`config.mk`:
```
export PLATFORM = sky130hd
export DESIGN_NAME = branch_pc_unit
export DESIGN_NICKNAME = d
export VERILOG_FILES = /design/src/rtl/branch_pkg.sv /design/src/rtl/br_cond.sv /design/src/rtl/branch_pc_unit.sv
export SDC_FILE = /design/constraint.sdc
export NUM_CORES = 1
export LEC_CHECK = 0
export CAP_MARGIN = 5
export CELL_PAD_IN_SITES_DETAIL_PLACEMENT = 2
export CELL_PAD_IN_SITES_GLOBAL_PLACEMENT = 2
export CORE_MARGIN = 5
export CORE_UTILIZATION = 25
export CTS_CLUSTER_SIZE = 12
export DETAILED_ROUTE_END_ITERATION = 7
export PLACE_DENSITY_LB_ADDON = 0.08
export SYNTH_ARGS = -nofsm -noshare
export SYNTH_HDL_FRONTEND = slang
export SYNTH_SLANG_ARGS = --single-unit
export TNS_END_PERCENT = 5
```
`constraint.sdc`:
```
create_clock -name i_clk -period 4.51 [get_ports i_clk]
set_input_delay 0.902 -clock i_clk [delete_from_list [all_inputs] [get_ports i_clk]]
set_output_delay 0.902 -clock i_clk [all_outputs]
set_load 0.01 [all_outputs]
```
`src/rtl/branch_pkg.sv`:
```
// Shared constants and types for the branch / PC unit: funct3 branch codes
// and the RUN/TRAP state encoding.
package branch_pkg;

   localparam logic [2:0] BEQ  = 3'b000;
   localparam logic [2:0] BNE  = 3'b001;
   localparam logic [2:0] BLT  = 3'b100;
   localparam logic [2:0] BGE  = 3'b101;
   localparam logic [2:0] BLTU = 3'b110;
   localparam logic [2:0] BGEU = 3'b111;

   localparam logic [15:0] CNT_MAX = 16'hFFFF;
   localparam logic [31:0] PC_STEP = 32'd4;

   typedef enum logic {
      RUN  = 1'b0,
      TRAP = 1'b1
   } state_t;

endpackage

```
`src/rtl/br_cond.sv`:
```
// Branch condition decode: maps funct3 plus the comparator flags onto a
// single taken/not-taken condition. Purely combinational.
module br_cond
   import branch_pkg::*;
(
   input  logic [2:0] funct3,
   input  logic       less,
   input  logic       equal,
   output logic       cond
);

   always_comb begin
      cond = 1'b0;
      case (funct3)
         BEQ:         cond = equal;
         BNE:         cond = ~equal;
         BLT, BLTU:   cond = less;
         BGE, BGEU:   cond = ~less;
         // 010 and 011 are not branch encodings and never redirect
         default:     cond = 1'b0;
      endcase
   end

endmodule

```
`src/rtl/branch_pc_unit.sv`:
```
// Program counter with branch/jump redirect, misaligned-target trap state,
// and a saturating count of redirects.
module branch_pc_unit
   import branch_pkg::*;
#(
   parameter logic [31:0] RESET_PC = 32'h0000_0000,
   parameter logic [31:0] TRAP_VEC = 32'h0000_0100
) (
   input  logic        i_clk,
   input  logic        i_rst_n,
   input  logic        i_stall,
   input  logic        i_is_branch,
   input  logic        i_is_jal,
   input  logic        i_is_jalr,
   input  logic [2:0]  i_funct3,
   input  logic        i_br_less,
   input  logic        i_br_equal,
   input  logic [31:0] i_target,
   input  logic        i_trap_clr,
   output logic [31:0] o_pc,
   output logic [31:0] o_pc_four,
   output logic        o_br_un,
   output logic        o_taken,
   output logic        o_trap,
   output logic [15:0] o_taken_cnt
);

   state_t      state;
   logic [31:0] pc;
   logic [15:0] cnt;
   logic        cond;
   logic        redirect;
   logic [31:0] eff_target;
   logic        misaligned;

   br_cond u_br_cond (
      .funct3 (i_funct3),
      .less   (i_br_less),
      .equal  (i_br_equal),
      .cond   (cond)
   );

   assign redirect   = i_is_jal | i_is_jalr | (i_is_branch & cond);
   // JALR drops bit 0 of the target before the alignment test
   assign eff_target = i_is_jalr ? {i_target[31:1], 1'b0} : i_target;
   assign misaligned = |eff_target[1:0];

   always_ff @(posedge i_clk) begin
      if (!i_rst_n) begin
         state <= RUN;
         pc    <= RESET_PC;
         cnt   <= '0;
      end else begin
         case (state)
            RUN: begin
               if (i_stall) begin
                  pc  <= pc;
                  cnt <= cnt;
               end else if (redirect && misaligned) begin
                  pc    <= TRAP_VEC;
                  state <= TRAP;
               end else if (redirect) begin
                  pc <= eff_target;
                  if (cnt != CNT_MAX) begin
                     cnt <= cnt + 16'd1;
                  end
               end else begin
                  pc <= pc + PC_STEP;
               end
            end
            TRAP: begin
               // PC is pinned to the vector; leaving trap does not advance it
               pc <= TRAP_VEC;
               if (i_trap_clr) begin
                  state <= RUN;
               end
            end
            default: begin
               state <= RUN;
               pc    <= RESET_PC;
            end
         endcase
      end
   end

   assign o_pc        = pc;
   assign o_pc_four   = pc + PC_STEP;
   assign o_br_un     = i_funct3[1];
   assign o_taken     = redirect & (state == RUN);
   assign o_trap      = (state == TRAP);
   assign o_taken_cnt = cnt;

endmodule

```
==> flow_metrics.py, run 1 <==
metrics = {
    "run_status": {
        "status": "finished, final reports clean",
    },
    "synthesis": {
        "synth_top_flop_cell": "dfxtp_1",
        "synth.most_common_cell": "dfxtp_1",
        "avgSynthCellArea_um2": 7.76,
        "synth_common_cells": "dfxtp_1, nand2_1, nor2_1, a21oi_1, o21ai_0",
        "syn_nets": 439,
        "synth-edff-count": 0,
        "ys_ff_latch": 49,
        "ys_top_cells_by_area": "dfxtp_1, nand2_1, xnor2_1, nor2_1, a21oi_1",
        "seq_area_frac_synth_pct": 32.2,
        "synth_top_cell_area_share_pct": 32.2,
        "yosys_warnings": 0,
        "synth_area_um2": 3050,
        "async_reset_ff_share_pct": 0,
        "netlist-cell-type-count": 58,
        "yosysTopAreaCell": "dfxtp_1",
        "synthCells": 393,
    },
    "finish": {
        "utilization_pct": 38.6,
        "final_cells": 660,
        "diodes": 0,
        "drive_gt1_share_pct": 6.24,
        "nets": 559,
        "n_fill_cell": 1370,
        "syn_to_final_growth_pct": 51.4,
        "final_area_um2": 4620,
    },
    "detailed_routing": {
        "avgRoutedWirePerCell_um": 19.4,
        "drt-initial-drc-count": 126,
        "drc": 0,
        "wirelength_um": 12800,
        "drt_pass1_iterations": 4,
        "num_vias": 3527,
        "postRouteAntennaNets": 0,
        "vias_per_cell": 5.34,
    },
    "grt": {
        "gr-total-overflow": 0,
        "grt_pass1_wl_um": 20600,
        "grt_antenna_before_repair": 0,
        "track_usage_pct": 17.6,
        "grt_max_degree": 32,
        "grt_pass1_vias": 3876,
    },
    "sta": {
        "fin_setup_tns_ps": 0,
        "setup_violations": 0,
        "clock_skew_ps": 5.27,
        "period_share_pct": 90.8,
        "drv_slew": 0,
        "hold_viol": 0,
        "fmax_mhz": 244,
        "hold-worst-slack_ps": 449,
        "final.min_clock_period_ps": 4100,
        "tightest_slew_ps": 703,
        "relSlewSlack_pct": 53.2,
        "rsz0062_at_grt": "false",
    },
    "pwr": {
        "combPwrFrac_pct": 21.9,
        "power.switching_mw": 0.306,
        "power.density_nw_per_um2": 239,
        "leakagePower_nw": 1.56,
        "pwr-share-clk_pct": 34.9,
        "p_seq_share_pct": 43.2,
        "internal-power_mw": 0.797,
        "peakVddDrop_mv": 0.142,
        "p_sw_share_pct": 27.7,
    },
    "place": {
        "place_hpwl_um": 9830,
        "port-buffer-count": 126,
        "place.gp.congestion": 0.768,
        "place_area_um2": 4470,
        "dp.cells": 653,
    },
    "worst_setup_path": {
        "crit_type": "reg -> out",
        "worst_setup_path_start_kind": "register",
        "worstSetupEndpointType": "primary output",
        "cp_max_fo": 19,
        "arrival_ps": 3190,
        "required_ps": 3610,
    },
    "die": {
        "start_util_pct": 25.5,
        "core_um2": 12000,
        "die_area_um2": 14500,
        "rows": 40,
        "pin_count": 127,
        "die_w_um": 120,
        "die_h_um": 120,
    },
    "min_path": {
        "hold_path.class": "reg -> reg",
    },
    "clock_network": {
        "h-tree-depth": 2,
        "cts_buffers": 5,
        "path_clk_slew_ps": 70,
        "root_buffer": "clkbuf_16",
        "cts_sinks": 49,
        "cts_buffer_depth": 2,
        "clk_latency_ps": 290,
        "cts_resized": 0,
        "cts_tree": "built",
        "post_cts.repair.setup_buffers": 0,
        "holdBufCountCts": 0,
    },
    "run": {
        "drv_cap": 0,
    },
}
[layer usage]
layer / up-vias / routed length [um] / global-route usage [%]
met3: 6 / 563 / 3.37
li1: 1690 / - / -
met5: - / 0 / 0
met4: 0 / 71 / 3.19
met1: 1752 / 5530 / 21.0
met2: 79 / 6670 / 32.9
[critical path, cell delays in order (launching register included)]
cell and delay, ps:
dfxtp_1 480, nand4_2 210, or4_1 900, nor4_1 450
xor2_1 260, clkdlybuf4s50_1 590
[cell usage in the layout (no fill, tap or decap), drive strengths merged, types with 3 or more instances in the layout]
| cell type | count |
|---|---|
| nor3 | 12 |
| o31ai | 8 |
| xor2 | 8 |
| inv | 16 |
| nor4 | 10 |
| a22oi | 4 |
| o22ai | 5 |
| a31oi | 5 |
| mux2 | 4 |
| clkbuf | 7 |
| clkdlybuf4s50 | 126 |
| nand3 | 14 |
| a21oi | 21 |
| or3 | 12 |
| o21ai | 19 |
| nor2 | 30 |
| and4 | 5 |
| xnor2 | 15 |
| or4 | 9 |
| nand4 | 15 |
| dfxtp | 49 |
| nand2b | 7 |
| a22o | 5 |
| buf | 10 |
| mux2i | 7 |
| o211ai | 4 |
| or2 | 3 |
| nand2 | 44 |
[per-stage QoR]
| step | setup slack, ps | total power [mW] |
|---|---|---|
| 6_report | 414 | 1.10 |
| 5_1_grt | 264 | 1.16 |
| 4_1_cts | 380 | 1.12 |
| 3_5_place_dp | 711 | 0.731 |
| 3_3_place_gp | 766 | 0.726 |
| 2_1_floorplan | 1310 | 0.587 |
[path summary, 6_finish.rpt]
path              startpoint            end  slack [ps]  cells after the start
hold / removal       o_pc[1]        o_pc[1]         450                      2
hold reg to reg      o_pc[1]        o_pc[1]         450                      2
setup reg to reg     o_pc[6]       o_pc[31]        1790                      5
setup / recovery     o_pc[6]  o_pc_four[25]         410                      5
[power by group through the flow]
stage	logic, mW	clock network [mW]	registers (mW)
after floorplan	0.103	0	0.484
after global placement	0.241	0	0.485
after detailed placement	0.245	0	0.487
after CTS	0.246	0.402	0.477
after global routing	0.262	0.419	0.480
final	0.241	0.385	0.476
[state kept, by name, indices dropped and copies added, names as in the netlist]
register     count
o_pc            32
o_taken_cnt     16
o_trap           1
[cell families after synthesis]
group                    Yosys count  synth area share, %
adder cells (fa/ha/maj)            2                0.821
XOR/XNOR                          23                 6.61
AO/OA/AOI/OAI                     99                 21.9
multiplexers                      11                 3.78
flip-flops                        49                 32.2
AND/OR/NAND/NOR                  170                 29.4
buffers and inverters             39                 5.29
[cell type report]
type	count	area, um^2	share of cell area [%]
flip-flops and latches	49	981	21.2
inverters	16	60.1	1.30
multi-input cells	305	1910	41.4
repair buffers	136	1340	28.9
clock buffers	7	143	3.09
well taps	147	184	3.98
(Power assumes the default switching activity.)
==> run 2, diff against run 1 <==
SKIP_CTS_REPAIR_TIMING = 1   (was default)
==> results of run 2 <==
Final layout, timing and power as in run 1 (identical DEF).
==> run 3, diff against run 2 <==
CTS_CLUSTER_DIAMETER = 100   (was default)
SLEW_MARGIN = 20   (was default)
==> results of run 3 <==
Final layout, timing and power as in run 1 (identical DEF).
